**config.mk**
```make
export PLATFORM = sky130hd
export DESIGN_NAME = mem_access_unit
export DESIGN_NICKNAME = d
export VERILOG_FILES = /design/src/rtl/mem_access_unit.sv
export SDC_FILE = /design/constraint.sdc
export NUM_CORES = 1
export LEC_CHECK = 0
export ABC_AREA = 1
export CAP_MARGIN = 10
export CORE_MARGIN = 3
export CORE_UTILIZATION = 60
export CTS_CLUSTER_SIZE = 8
export DETAILED_ROUTE_END_ITERATION = 12
export DONT_BUFFER_PORTS = 1
export PLACE_DENSITY = 0.76
export SYNTH_ARGS = -nofsm -noshare
export SYNTH_HDL_FRONTEND = slang
export SYNTH_SLANG_ARGS = --single-unit
export TNS_END_PERCENT = 10
```
**constraint.sdc**
```tcl
create_clock -name clk -period 3.3 [get_ports clk]
set_input_delay 0.165 -clock clk [delete_from_list [all_inputs] [get_ports clk]]
set_output_delay 0.165 -clock clk [all_outputs]
set_load 0.005 [all_outputs]
```
**src/rtl/mem_access_unit.sv**
```systemverilog
// mem_access_unit: turns byte/half/word loads and stores into word accesses on an
// async-read, negedge-write data memory; sub-word stores use read-modify-write.
module mem_access_unit #(
    parameter int DATA_WIDTH = 32,
    parameter int ADDR_WIDTH = 6
) (
    input  logic                  clk,
    input  logic                  rst,
    input  logic                  req_valid,
    output logic                  ready,
    input  logic                  MemRead,
    input  logic                  MemWrite,
    input  logic [1:0]            size,
    input  logic                  unsigned_ld,
    input  logic [ADDR_WIDTH+1:0] addr,
    input  logic [DATA_WIDTH-1:0] wdata,
    output logic [DATA_WIDTH-1:0] rdata,
    output logic                  rdata_valid,
    output logic                  err,
    output logic [ADDR_WIDTH-1:0] mem_addr,
    output logic [DATA_WIDTH-1:0] mem_data,
    output logic                  MemWrite_o,
    output logic                  MemRead_o,
    input  logic [DATA_WIDTH-1:0] mem_q
);
    localparam logic [1:0] IDLE = 2'd0, READ = 2'd1, WRITE = 2'd2;
    logic [1:0] state, sz, lane;
    logic uns, st, acc, bad;
    logic [15:0] wd, hsel;
    logic [7:0] bsel;
    logic [DATA_WIDTH-1:0] ld_val, merged;
    assign ready = state == IDLE;
    assign acc = req_valid && ready && (MemRead || MemWrite);
    assign bad = (MemRead && MemWrite) || size == 2'b11 || (size == 2'b01 && addr[0]) ||
                 (size == 2'b10 && addr[1:0] != 2'b00);
    always_comb begin
        bsel = mem_q[8*lane +: 8];
        hsel = lane[1] ? mem_q[31:16] : mem_q[15:0];
        ld_val = sz == 2'b00 ? {{(DATA_WIDTH-8){bsel[7] & ~uns}}, bsel} :
                 sz == 2'b01 ? {{(DATA_WIDTH-16){hsel[15] & ~uns}}, hsel} : mem_q;
        merged = mem_q;
        if (sz == 2'b00) merged[8*lane +: 8] = wd[7:0];
        else merged[16*lane[1] +: 16] = wd;
    end
    always_ff @(posedge clk or posedge rst) begin
        if (rst) begin
            state <= IDLE;
            sz <= 2'b00;
            lane <= 2'b00;
            uns <= 1'b0;
            st <= 1'b0;
            wd <= '0;
            rdata <= '0;
            rdata_valid <= 1'b0;
            err <= 1'b0;
            mem_addr <= '0;
            mem_data <= '0;
            MemWrite_o <= 1'b0;
            MemRead_o <= 1'b0;
        end else begin
            rdata_valid <= 1'b0;
            err <= 1'b0;
            MemRead_o <= 1'b0;
            MemWrite_o <= 1'b0;
            case (state)
                IDLE: if (acc) begin
                    if (bad) err <= 1'b1;
                    else begin
                        mem_addr <= addr[ADDR_WIDTH+1:2];
                        sz <= size;
                        lane <= addr[1:0];
                        uns <= unsigned_ld;
                        st <= MemWrite;
                        wd <= wdata[15:0];
                        // word stores skip the read; everything else reads the old word first
                        if (MemWrite && size == 2'b10) begin
                            state <= WRITE;
                            MemWrite_o <= 1'b1;
                            mem_data <= wdata;
                        end else begin
                            state <= READ;
                            MemRead_o <= 1'b1;
                        end
                    end
                end
                READ: if (st) begin
                    state <= WRITE;
                    MemWrite_o <= 1'b1;
                    mem_data <= merged;
                end else begin
                    state <= IDLE;
                    rdata <= ld_val;
                    rdata_valid <= 1'b1;
                end
                default: state <= IDLE;
            endcase
        end
    end
endmodule
```
==> flow_summary.json <==
{
  "drive_above_1_share": 0.0512,
  "seq_area_um2": 2450,
  "cts_tree": "done",
  "syn_to_final_growth_pct": 8.73,
  "tightest_slew_ps": 1010,
  "final_nets": 1116,
  "worstPathArrival_ps": 2710,
  "synth_nets": 1106,
  "die_area_um2": 11900,
  "htree_levels": 3,
  "ant_nets": 0,
  "cts_num_sinks": 98,
  "portBuffers": 0,
  "synth-main-ff-cell": "dfrtp_1",
  "finalSetupTns_ps": 0,
  "drv_slew": 0,
  "final_core_util": 0.673,
  "grt_usage": 0.324,
  "power_per_cell_area_nw_per_um2": 628,
  "ir_drop_v": 0.000373,
  "rsz0062_at_grt": "false",
  "synth_top_area_share": 0.384,
  "first_global_vias": 5955,
  "gp_congestion": 1.02,
  "ys_seq_area_frac": 0.384,
  "synth.most_common_cell": "nand2_1",
  "critPathKind": "reg2reg",
  "die_w_um": 109,
  "cts_hold_buf": 41,
  "ctsResizeCount": 0,
  "syn_avg_cell_area_um2": 6.26,
  "diodes": 0,
  "first_pass_iters": 7,
  "post_drt_wl_per_cell_um": 16.0,
  "wirelength_um": 18700,
  "synth_commonest_cells": "nand2_1 (569), dfrtp_1 (98), nand3_1 (88)",
  "grt_max_degree": 84,
  "period_share": 0.736,
  "drt_iter0_markers": 536,
  "row_count": 37,
  "outcome": "completed",
  "cp-start-kind": "flip-flop",
  "synthArstFlopShare": 1.00,
  "num_io_pins": 155,
  "cts_root_buffer": "clkbuf_8",
  "end_kind": "flip-flop",
  "antenna_found_initial": 0,
  "synth_top_area_cell": "dfrtp_1",
  "grt_pass1_wl_um": 30300,
  "synth_area_um2": 6390,
  "ys_seq_elements": 98,
  "coreArea_um2": 10300,
  "cp.required_ps": 3580,
  "timing.fmax_mhz": 411,
  "synthCells": 1021,
  "finClkSkew_ps": 3.53,
  "crit_fanout": 49,
  "drc": 0,
  "synth_cell_types": 27,
  "yosys-top-cells-area": "dfrtp_1 (38%), nand2_1 (33%), nand3_1 (6.9%)",
  "clk_path_buf_depth": 2,
  "min_period_ps": 2430,
  "hold_violations": 0,
  "cap_violations": 0,
  "postCtsSetupRepairBufs": 0,
  "setup_violations": 0,
  "cts_made_buffers": 9,
  "yosys_warnings": 0,
  "die_h_um": 109,
  "vias_per_cell": 5.45,
  "num-fill-cells": 976,
  "total_power_mw": 4.37,
  "start_util": 0.619,
  "cts.clk_slew.worst_paths_ps": 100,
  "leakagePower_nw": 3.98,
  "maxSlewHeadroom": 0.325,
  "grt-ovfl-total": 0,
  "vias": 6385,
  "dp_hpwl_um": 13200,
  "synth_edf_count": 0,
  "clock_latency_ps": 390,
  "hold_ws_ps": 2.62,
  "hold_path_class": "in2reg",
  "multiInputGateArea_um2": 3320
}
==> per-layer routing <==
layer / share of wire / up-vias / global-route usage
met5: 0 / - / 0
li1: - / 3159 / -
met4: 0.022 / 0 / 0.111
met2: 0.46 / 312 / 0.501
met3: 0.11 / 29 / 0.0900
met1: 0.41 / 2885 / 0.438
==> final timing paths <==
kind	slack (ps)	to	depth (start not counted)	from
hold reg to reg	510	mem_data[28]	2	mem_data[28]
setup reg to reg	870	mem_data[23]	10	sz[1]
max in group asynchronous	1990	wd[0]	3	rst
hold / removal	3	mem_data[17]	4	wdata[17]
setup / recovery	870	mem_data[23]	10	sz[1]
min in group asynchronous	510	MemWrite_o	2	rst
==> flip-flops by register name, indices dropped and copies added (netlist names), 2 cells and up <==
| register | flops |
|---|---|
| lane | 2 |
| mem_addr | 6 |
| mem_data | 32 |
| rdata | 32 |
| state | 2 |
| sz | 2 |
| wd | 16 |
==> layout make-up <==
type / instances / share of cell area
clock inverter: 6 / 0.00702
multi-input combinational: 783 / 0.478
inverter: 88 / 0.0479
timing repair buffer: 51 / 0.0699
tap: 136 / 0.0245
sequential: 98 / 0.353
clock buffer: 10 / 0.0198
==> layout by cell type, fill, tap and decap left out <==
master	n
inv_8	1
nand2_4	1
nor2_4	4
nand3_2	3
a21oi_2	1
o21ai_0	24
clkinv_1	3
nor3_2	1
nand4_1	8
a21oi_1	39
nand3_1	88
nand2_2	4
clkinv_2	1
clkinvlp_4	2
dfrtp_1	98
nor2_2	2
clkbuf_8	10
nor2_1	19
dlygate4sd3_1	41
inv_4	1
o211ai_1	7
nand4_2	1
nand2_1	569
inv_1	75
buf_4	10
inv_2	9
inv_6	2
ha_1	5
o21ai_1	6
a2bb2oi_1	1
==> through the flow <==
step                area (um2)  instances  setup WS [ps]
floorplan                 6390       1021            573
global placement          6350       1115           1000
detailed placement        6350       1115            984
CTS                       6950       1172            972
global route              6950       1172            697
finish                    6950       1172            870
==> power breakdown <==
part	leakage (nW)	switching (mW)	internal [mW]
sequential	1.22	0.409	1.65
clock	0.0912	0.464	0.304
combinational	2.66	0.999	0.542
total	3.98	1.87	2.50
==> worst max-delay path: stages (launching register included) <==
cell	delay (ps)
dfrtp_1	590
inv_2	140
nand2_2	460
buf_4	540
nand3_1	160
nand2_1	100
inv_1	40
nand2_1	90
nand2_1	70
nand2_1	80
nand2_1	60
==> logic make-up after synthesis <==
kind of cell             share of synthesized area
AO/OA/AOI/OAI                               0.0650
adder cells (fa/ha/maj)                    0.00979
buffers and inverters                       0.0965
flip-flops                                   0.384
AND/OR/NAND/NOR                              0.445
Note: power is estimated with default switching activity, not from simulation.
